**src/rtl/aes_feeder_pkg.sv**
```systemverilog
// Shared definitions for the AES stream feeder.
//   AES_BLK_W      : AES block width in bits
//   feeder_state_e : feeder FSM encoding (GATHER, START, WAIT, DRAIN)
//   num_words()    : stream words per 128-bit block for a given word width
package aes_feeder_pkg;

  localparam int unsigned AES_BLK_W = 128;

  typedef enum logic [1:0] {
    StGather,
    StStart,
    StWait,
    StDrain
  } feeder_state_e;

  function automatic int unsigned num_words(input int unsigned word_w);
    return AES_BLK_W / word_w;
  endfunction

endpackage

```
**src/rtl/aes_word_shifter.sv**
```systemverilog
// 128-bit block register that can be parallel-loaded or shifted left by one stream word.
// New words enter at the LSB end, so after NW shifts the first word sits in the MSBs.
// Ports:
//   clk, rst   : clock, asynchronous active-high reset (register clears to 0)
//   load       : parallel load of load_data (wins over shift)
//   load_data  : 128-bit value to load
//   shift      : shift left by WORD_W, shift_in fills the LSB word
//   shift_in   : incoming word
//   data       : current register contents
module aes_word_shifter
  import aes_feeder_pkg::*;
#(
  parameter int unsigned WORD_W = 32
) (
  input  logic                 clk,
  input  logic                 rst,
  input  logic                 load,
  input  logic [AES_BLK_W-1:0] load_data,
  input  logic                 shift,
  input  logic [WORD_W-1:0]    shift_in,
  output logic [AES_BLK_W-1:0] data
);

  logic [AES_BLK_W-1:0] data_q, data_d, shifted;

  if (WORD_W == AES_BLK_W) begin : g_full_word
    assign shifted = shift_in;
  end else begin : g_part_word
    assign shifted = {data_q[AES_BLK_W-WORD_W-1:0], shift_in};
  end

  always_comb begin
    data_d = data_q;
    if (load) begin
      data_d = load_data;
    end else if (shift) begin
      data_d = shifted;
    end
  end

  always_ff @(posedge clk or posedge rst) begin
    if (rst) begin
      data_q <= '0;
    end else begin
      data_q <= data_d;
    end
  end

  assign data = data_q;

endmodule

```
**src/rtl/aes_stream_feeder.sv**
```systemverilog
// Packs a valid/ready word stream into 128-bit plaintext blocks, starts the AES core with a
// one-cycle pulse, waits for done, then streams the ciphertext back out MSB word first.
// One block in flight at a time.
// Ports:
//   clk, rst                      : clock, asynchronous active-high reset
//   key_in, key_load              : key and load strobe (dropped while START/WAIT)
//   s_valid, s_data, s_ready      : input word stream
//   m_valid, m_data, m_last, m_ready : output ciphertext stream, m_last on final word
//   aes_start, aes_plain_text, aes_cipher_key : request to the AES core
//   aes_done, aes_cipher_text     : AES core result
//   busy                          : high in START/WAIT/DRAIN
//   blk_count                     : completed blocks (wrapping)
//   err                           : sticky WAIT timeout flag
// Option macro AES_FEEDER_TIMEOUT_EN: abandon a block after TIMEOUT_CYC WAIT cycles without
// aes_done and set err; without it err is 0 and WAIT holds indefinitely.
module aes_stream_feeder
  import aes_feeder_pkg::*;
#(
  parameter int unsigned WORD_W      = 32,
  parameter int unsigned TIMEOUT_CYC = 64
) (
  input  logic                 clk,
  input  logic                 rst,
  input  logic [AES_BLK_W-1:0] key_in,
  input  logic                 key_load,
  input  logic                 s_valid,
  input  logic [WORD_W-1:0]    s_data,
  output logic                 s_ready,
  output logic                 m_valid,
  output logic [WORD_W-1:0]    m_data,
  output logic                 m_last,
  input  logic                 m_ready,
  output logic                 aes_start,
  output logic [AES_BLK_W-1:0] aes_plain_text,
  output logic [AES_BLK_W-1:0] aes_cipher_key,
  input  logic                 aes_done,
  input  logic [AES_BLK_W-1:0] aes_cipher_text,
  output logic                 busy,
  output logic [15:0]          blk_count,
  output logic                 err
);

  localparam int unsigned NW = num_words(WORD_W);
  localparam int unsigned IDX_W = (NW > 1) ? $clog2(NW) : 1;
  localparam logic [IDX_W-1:0] LAST_IDX = IDX_W'(NW - 1);

  feeder_state_e        state_q, state_d;
  logic [IDX_W-1:0]     idx_q, idx_d;
  logic [AES_BLK_W-1:0] key_q, key_d;
  logic [15:0]          blk_count_q, blk_count_d;
  logic [AES_BLK_W-1:0] drain_data;
  logic                 s_fire, m_fire, capture, timeout;

  assign s_fire  = s_valid & s_ready;
  assign m_fire  = m_valid & m_ready;
  // Only the first done cycle inside WAIT counts; WAIT is left on that same edge.
  assign capture = (state_q == StWait) & aes_done;

`ifdef AES_FEEDER_TIMEOUT_EN
  logic [31:0] tmo_cnt_q, tmo_cnt_d;
  logic        err_q, err_d;

  assign timeout = (state_q == StWait) & ~aes_done & (tmo_cnt_q == TIMEOUT_CYC - 1);

  always_comb begin
    tmo_cnt_d = tmo_cnt_q;
    err_d     = err_q | timeout;
    if (state_q == StStart) begin
      tmo_cnt_d = '0;
    end else if (state_q == StWait) begin
      tmo_cnt_d = tmo_cnt_q + 32'd1;
    end
  end

  always_ff @(posedge clk or posedge rst) begin
    if (rst) begin
      tmo_cnt_q <= '0;
      err_q     <= 1'b0;
    end else begin
      tmo_cnt_q <= tmo_cnt_d;
      err_q     <= err_d;
    end
  end

  assign err = err_q;
`else
  logic unused_timeout_cfg;
  assign unused_timeout_cfg = ^TIMEOUT_CYC;
  assign timeout = 1'b0;
  assign err     = 1'b0;
`endif

  // State register
  always_ff @(posedge clk or posedge rst) begin
    if (rst) begin
      state_q <= StGather;
    end else begin
      state_q <= state_d;
    end
  end

  // Next state
  always_comb begin
    state_d = state_q;
    unique case (state_q)
      StGather: if (s_fire && idx_q == LAST_IDX) state_d = StStart;
      StStart:  state_d = StWait;
      StWait: begin
        if (capture) begin
          state_d = StDrain;
        end else if (timeout) begin
          state_d = StGather;
        end
      end
      StDrain:  if (m_fire && idx_q == LAST_IDX) state_d = StGather;
      default:  state_d = StGather;
    endcase
  end

  // Outputs decoded from state
  always_comb begin
    s_ready   = 1'b0;
    aes_start = 1'b0;
    m_valid   = 1'b0;
    busy      = 1'b0;
    unique case (state_q)
      StGather: s_ready = 1'b1;
      StStart: begin
        aes_start = 1'b1;
        busy      = 1'b1;
      end
      StWait:   busy = 1'b1;
      StDrain: begin
        m_valid = 1'b1;
        busy    = 1'b1;
      end
      default:  s_ready = 1'b0;
    endcase
  end

  // Word index is shared: counts accepted words in GATHER, sent words in DRAIN.
  always_comb begin
    idx_d       = idx_q;
    key_d       = key_q;
    blk_count_d = blk_count_q;
    if (s_fire || m_fire) begin
      idx_d = (idx_q == LAST_IDX) ? '0 : idx_q + 1'b1;
    end
    if (key_load && (state_q == StGather || state_q == StDrain)) begin
      key_d = key_in;
    end
    if (capture) begin
      blk_count_d = blk_count_q + 16'd1;
    end
  end

  always_ff @(posedge clk or posedge rst) begin
    if (rst) begin
      idx_q       <= '0;
      key_q       <= '0;
      blk_count_q <= '0;
    end else begin
      idx_q       <= idx_d;
      key_q       <= key_d;
      blk_count_q <= blk_count_d;
    end
  end

  aes_word_shifter #(
    .WORD_W(WORD_W)
  ) u_gather (
    .clk      (clk),
    .rst      (rst),
    .load     (1'b0),
    .load_data('0),
    .shift    (s_fire),
    .shift_in (s_data),
    .data     (aes_plain_text)
  );

  aes_word_shifter #(
    .WORD_W(WORD_W)
  ) u_drain (
    .clk      (clk),
    .rst      (rst),
    .load     (capture),
    .load_data(aes_cipher_text),
    .shift    (m_fire),
    .shift_in ('0),
    .data     (drain_data)
  );

  assign m_data         = drain_data[AES_BLK_W-1 -: WORD_W];
  assign m_last         = m_valid & (idx_q == LAST_IDX);
  assign aes_cipher_key = key_q;
  assign blk_count      = blk_count_q;

endmodule

```
**config.mk**
```make
export PLATFORM = sky130hd
export DESIGN_NAME = aes_stream_feeder
export DESIGN_NICKNAME = d
export VERILOG_FILES = /design/src/rtl/aes_feeder_pkg.sv /design/src/rtl/aes_word_shifter.sv /design/src/rtl/aes_stream_feeder.sv
export SDC_FILE = /design/constraint.sdc
export NUM_CORES = 1
export LEC_CHECK = 0
export ABC_AREA = 1
export BUFFER_PORTS_ARGS = -buffer_cell sky130_fd_sc_hd__buf_4
export CAP_MARGIN = 20
export CORE_AREA = 2 2 236 238
export DETAILED_ROUTE_END_ITERATION = 10
export DIE_AREA = 0 0 238 240
export PLACE_DENSITY = 0.5
export REMOVE_ABC_BUFFERS = 1
export SLEW_MARGIN = 20
export SYNTH_ARGS = -nofsm -noshare
export SYNTH_HDL_FRONTEND = slang
export SYNTH_SLANG_ARGS = --single-unit
```
**constraint.sdc**
```tcl
create_clock -name clk -period 22.2 [get_ports clk]
set_input_delay 4.44 -clock clk [delete_from_list [all_inputs] [get_ports clk]]
set_output_delay 4.44 -clock clk [all_outputs]
set_load 0.05 [all_outputs]
```
==> out/metrics.yaml, run 1 <==
grt_max_degree: 164
htreeDepth: 2
finalCriticalPeriod_ns: 6.27
power.leakage_nw: 11.2
worstPathCellList: "buf_4 -> inv_8 -> buf_4 -> buf_4"
dp_hpwl_mm: 36.4
wl_per_cell_um: 18.3
area_growth_pct: 38.0
std_cell_rows: 86
finClkSkew_ns: 0.0196
start_kind: "input pin"
start_util: 0.299
postSynthAreaPerCell_um2: 10.8
slowest_stage: "buf_4"
arrival_ns: 6.83
path_clk_slew_ns: 0.06
multi_input_area_um2: 4820
hp-class: "reg2reg"
ys.warnings.count: 0
place.gp.congestion: 0.795
max_cap_violations: 0
worst_pin_slew_ns: 1.12
cts_num_sinks: 404
cts_tree: "built"
post_cts_resized: 0
drive_above_1_share: 0.397
crit_required_ns: 22.76
worstSetupPathType: "in2async"
fin_crit_sh: 0.282
cp_max_fo: 118
grt-ovfl-total: 0
grtUsageTotal: 0.172
viasPerCell: 4.51
place_ws_ns: 15.22
hold_violations: 0
final_max_slew_viol_count: 0
grt_pass1_vias: 12700
route.detailed.drc: 0
cts_buffer_depth: 3
first_pass_iters: 5
drt_iter0_drc: 738
core_area_um2: 54700
rsz0062_at_grt: "false"
layout_setup_ws_ns: 15.93
numCtsBuffers: 47
clockRootBuffer: "clkbuf_16"
wl_mm: 51.1
clk_latency_ns: 0.57
cts_hold_buf: 0
dieArea_um2: 57100
cp_top_family: "buffers and inverters"
status: "completed"
setup_violations: 0
fill_cells: 5426
fin_util: 0.412
ir_worst_vdd_v: 0.000138
postCtsSetupBuffers: 0
ff_latch_area_um2: 10100
ys_types: 30
die_w_um: 238
slowest_delay_ns: 0.82
die_h_um: 240
synth-seq-cells: 404
io_buffers: 602
vias: 12600
power_density_nw_per_um2: 190
cp-end-kind: "asynchronous set/reset pin"
critPathBufInv: 4
grt_pass1_wl_mm: 75.9
ioPinCount: 604
ys_seq_area_frac: 0.619
syn_area_um2: 16300
setup_tns_ns: 0
synthCells: 1505
grt_antenna_before_repair: 2
nets: 2346
antenna_left: 0
fmax_mhz: 160
slew_headroom: 0.256
cpMostUsedCell: "buf_4"
[worst reg2reg max path: cells and delay by family, from the launching register on]
kind	cells	cell delay [ns]
flip-flops	1	0.40
adder cells (fa/ha/maj)	1	0.25
buffers and inverters	4	1.31
AND/OR/NAND/NOR	5	0.92
[layout by cell type, fill, tap and decap left out, types with 2 or more instances in the layout]
cell	count
buf_4	609
dfrtp_1	404
nand2_1	193
o21ai_0	170
inv_1	150
mux2_2	131
a21oi_1	95
nor2_1	76
nand3_1	71
clkbuf_16	49
o22ai_1	32
o21ai_1	27
clkbuf_1	15
xor2_1	9
clkbuf_8	9
clkinv_2	9
ha_1	7
nand2_4	3
nand2_2	2
inv_2	2
nor2_4	2
xnor2_1	2
bufinv_16	2
[metrics by stage]
step | cell area [um^2] | hold slack (ns) | std cells | power (mW)
6_report | 22500 | 0.483 | 2787 | 4.28
5_1_grt | 22500 | 0.505 | 2787 | 4.51
4_1_cts | 22500 | 0.483 | 2786 | 4.33
3_5_place_dp | 21000 | 0.468 | 2700 | 3.54
3_3_place_gp | 21000 | 0.464 | 2700 | 3.52
2_1_floorplan | 15500 | 0.453 | 1385 | 2.83
[path summary, 6_finish.rpt]
path | start | to | slack [ns] | cells after the start
max in group clk | state_q[0] | m_last | 16.00 | 4
min | u_gather.data[123] | u_gather.data[123] | 0.48 | 2
max | rst | blk_count[15] | 15.93 | 4
min in group asynchronous | rst | aes_cipher_key[79] | 4.05 | 2
max reg2reg | state_q[0] | blk_count[15] | 19.19 | 10
min reg2reg | u_gather.data[123] | u_gather.data[123] | 0.48 | 2
[kinds of logic (layout without fill, tap and decap cells)]
family,after synthesis,after routing,share of synthesized area
other,1,2,0.000230
AND/OR/NAND/NOR,353,353,0.0892
flip-flops,404,404,0.619
buffers and inverters,273,850,0.0872
XOR/XNOR,11,11,0.00590
multiplexers,131,131,0.0904
AO/OA/AOI/OAI,325,325,0.102
adder cells (fa/ha/maj),7,7,0.00537
[routing by layer]
layer	share of wire	vias to the layer above	GRT usage	routed length, um
li1	-	5985	-	-
met1	0.40	6143	0.215	20500
met2	0.50	378	0.284	25300
met3	0.080	75	0.0533	4080
met4	0.023	2	0.0530	1150
met5	0.00025	-	0	13
[final cells by class]
cell class,instances,area share
flip-flops and latches,404,0.449
multi-input cells,828,0.214
diodes,1,0.000111
repair buffers,611,0.204
well taps,704,0.0391
inverters,153,0.0258
clock buffers,73,0.0624
clock inverters,13,0.00539
[cells in the mapped netlist]
cell type    n  share of area
nor3_1       1        0.00031
buf_1        1        0.00023
nor2_2       1        0.00038
clkbuf_2     1        0.00031
o22ai_1     32          0.012
ha_1         7         0.0054
xor2_1       9         0.0048
o21ai_0    170          0.052
buf_2       27         0.0083
nand3_2      1        0.00061
dfrtp_1    404           0.62
a21oi_1     95          0.029
nand4_1      1        0.00038
inv_2        2        0.00046
xnor2_1      2         0.0011
nand2_1    195          0.045
inv_1      151          0.035
nor2_1      76          0.017
buf_6       24          0.017
nor2_4       2         0.0014
mux2_2     131          0.090
conb_1       1        0.00023
o21a_1       1        0.00046
o21ai_1     27         0.0083
buf_8        3         0.0028
buf_4       40          0.018
and2_2       1        0.00046
clkbuf_1    24         0.0055
nand2_2      4         0.0015
nand3_1     71          0.022
[power by group]
part           switching (mW)  leakage [nW]  internal [mW]
sequential              0.193          4.76           1.10
combinational            1.54          5.64          0.681
clock                   0.309         0.754          0.458
total                    2.04          11.2           2.24
[flip-flops by register name (all words and copies together), names as in the netlist]
signal          cells
aes_cipher_key    128
u_drain.data      128
u_gather.data     128
blk_count          16
idx_q               2
state_q             2
Power figures use the tool's default switching activity.
==> run 2, diff against run 1 <==
--- a/config.mk
+++ b/config.mk
@@ -11,7 +11,7 @@
 export CORE_AREA = 2 2 236 238
 export DETAILED_ROUTE_END_ITERATION = 10
 export DIE_AREA = 0 0 238 240
-export PLACE_DENSITY = 0.5
+export PLACE_DENSITY = 0.52
 export REMOVE_ABC_BUFFERS = 1
 export SLEW_MARGIN = 20
 export SYNTH_ARGS = -nofsm -noshare
==> constraint.sdc (replaced) <==
create_clock -name clk -period 5.5 [get_ports clk]
set_input_delay 1.1 -clock clk [delete_from_list [all_inputs] [get_ports clk]]
set_output_delay 1.1 -clock clk [all_outputs]
set_load 0.05 [all_outputs]
==> out/metrics.yaml, run 2 (same netlist as run 1, synthesis figures left out) <==
hp-start: "u_drain.data[94]"
status: "completed"
post_cts_resized: 0  # unchanged
grt_antenna_before_repair: 2  # unchanged
vias: 12600  # +0.056%
setup_violations: 0  # unchanged
critPathBufInv: 1  # -3
min_path_cells: 2  # unchanged
power.leakage_nw: 11.2  # about the same
slew_headroom: 0.327  # +0.0713
slowest_stage: "nand2_4"
min_to: "u_drain.data[126]"
nets: 2347  # +0.043%
hold_ws_ns: 0.486  # +0.00301 ns
worstPathCellList: "ha_1 -> nand2_2 -> buf_4 -> nand2_4 -> o22ai_1 -> a21oi_1"
cts_hold_buf: 0  # unchanged
numCtsBuffers: 46  # -2.1%
dp_hpwl_mm: 35.7  # -2.0%
ir_worst_vdd_v: 0.000397  # +190%
final_max_slew_viol_count: 0  # unchanged
r2r-start: "state_q[0]"
clockRootBuffer: "clkbuf_16"
crit_required_ns: 5.94  # -16.82 ns
start_util: 0.299  # unchanged
cts_num_sinks: 404  # unchanged
power_density_nw_per_um2: 760  # +300%
arrival_ns: 3.25  # -3.58 ns
wl_mm: 50.0  # -2.1%
fmax_mhz: 356
worstSetupPathType: "reg2reg"
grt_pass1_vias: 12700  # -0.51%
std_cell_rows: 86  # unchanged
route.detailed.drc: 0  # unchanged
grt-ovfl-total: 0  # unchanged
cp-end-kind: "register"
fin_crit_sh: 0.511
viasPerCell: 4.52  # about the same
drive_above_1_share: 0.397  # about the same
clk_latency_ns: 0.57  # about the same
first_pass_iters: 4  # -1
layout_setup_ws_ns: 2.69  # -13.24 ns
rsz0062_at_grt: "false"
die_w_um: 238  # unchanged
rr_worst_depth: 6  # -4
path_clk_slew_ns: 0.06  # about the same
ioPinCount: 604  # unchanged
cp_top_family: "simple AND/OR/NAND/NOR gates"
grt_pass1_wl_mm: 74.4  # -2.0%
slowest_delay_ns: 0.70  # -0.12 ns
r2r_end: "u_drain.data[77]"
wl_per_cell_um: 18.0  # -2.0%
mostFrequentLayoutCell: "buf_4"
hold_violations: 0  # unchanged
cp_max_fo: 96  # -19%
finalCriticalPeriod_ns: 2.81
worst_pin_slew_ns: 1.01  # -0.107 ns
final_cell_mix: "609 x buf_4, 404 x dfrtp_1, 193 x nand2_1"
core_area_um2: 54700  # unchanged
postCtsSetupBuffers: 0  # unchanged
start_kind: "register"
die_h_um: 240  # unchanged
dieArea_um2: 57100  # unchanged
htreeDepth: 2  # unchanged
io_buffers: 602  # unchanged
area_growth_pct: 37.9
max_cap_violations: 0  # unchanged
cts_tree: "built"
r2r_setup_slack_ns: 2.69  # -16.50 ns
grt_max_degree: 123  # -25%
antenna_left: 0  # unchanged
hp-class: "reg2reg"
fill_cells: 5436  # +0.18%
place_ws_ns: 2.16  # -13.05 ns
grtUsageTotal: 0.168  # -0.00399
cts_buffer_depth: 3  # unchanged
finClkSkew_ns: 0.0173  # -0.00230 ns
place.gp.congestion: 0.804  # +1.1%
drt_iter0_drc: 616  # -17%
fin_cells: 2786  # -0.036%
dpl.cell_count: 2702  # +0.074%
==> run 2: worst max-delay path by stage <==
stage                        end       start  cells past startpoint
2_1_floorplan  aes_cipher_key[0]         rst                      1
3_3_place_gp    u_drain.data[69]     m_ready                      6
3_5_place_dp    u_drain.data[77]     m_ready                      6
4_1_cts         u_drain.data[77]  state_q[0]                      6
5_1_grt         u_drain.data[68]  state_q[0]                      6
6_report        u_drain.data[77]  state_q[0]                      6
==> run 2: routing by layer <==
layer,GRT usage,vias up,part of all wire,wire [um]
met3,0.0532,88,0.080,3990
met4,0.0606,2,0.031,1550
met2,0.276,409,0.49,24400
met5,0,-,0.00026,13
met1,0.207,6119,0.40,20100
li1,-,5972,-,-
==> run 2: report_power, final <==
part	switching, mW	total, mW	internal, mW
sequential	0.790	5.22	4.43
clock	1.24	2.98	1.74
combinational	6.15	8.91	2.76
total	8.18	17.1	8.93
==> run 2: layout make-up <==
type	instances	area, um^2	area share
clock buffer	71	1360	0.0602
multi-input combinational	828	4810	0.214
antenna	1	2.50	0.000111
inverter	153	582	0.0259
tap	704	881	0.0391
sequential	404	10100	0.449
timing repair buffer	613	4650	0.207
clock inverter	12	106	0.00473
==> run 2: through the flow <==
step	utilization	TNS (ns)	area, um^2	power [mW]
2_1_floorplan	-	-2762.71	15500	11.4
3_3_place_gp	0.385	0	21000	14.1
3_5_place_dp	0.385	0	21000	14.3
4_1_cts	0.412	0	22500	17.3
5_1_grt	0.412	0	22500	18.1
6_report	0.412	0	22500	17.1
==> run 2: worst min-delay path: stages (launching register included) <==
cell and delay [ns]:
dfrtp_1 0.34, nand2_1 0.06, nand3_1 0.06
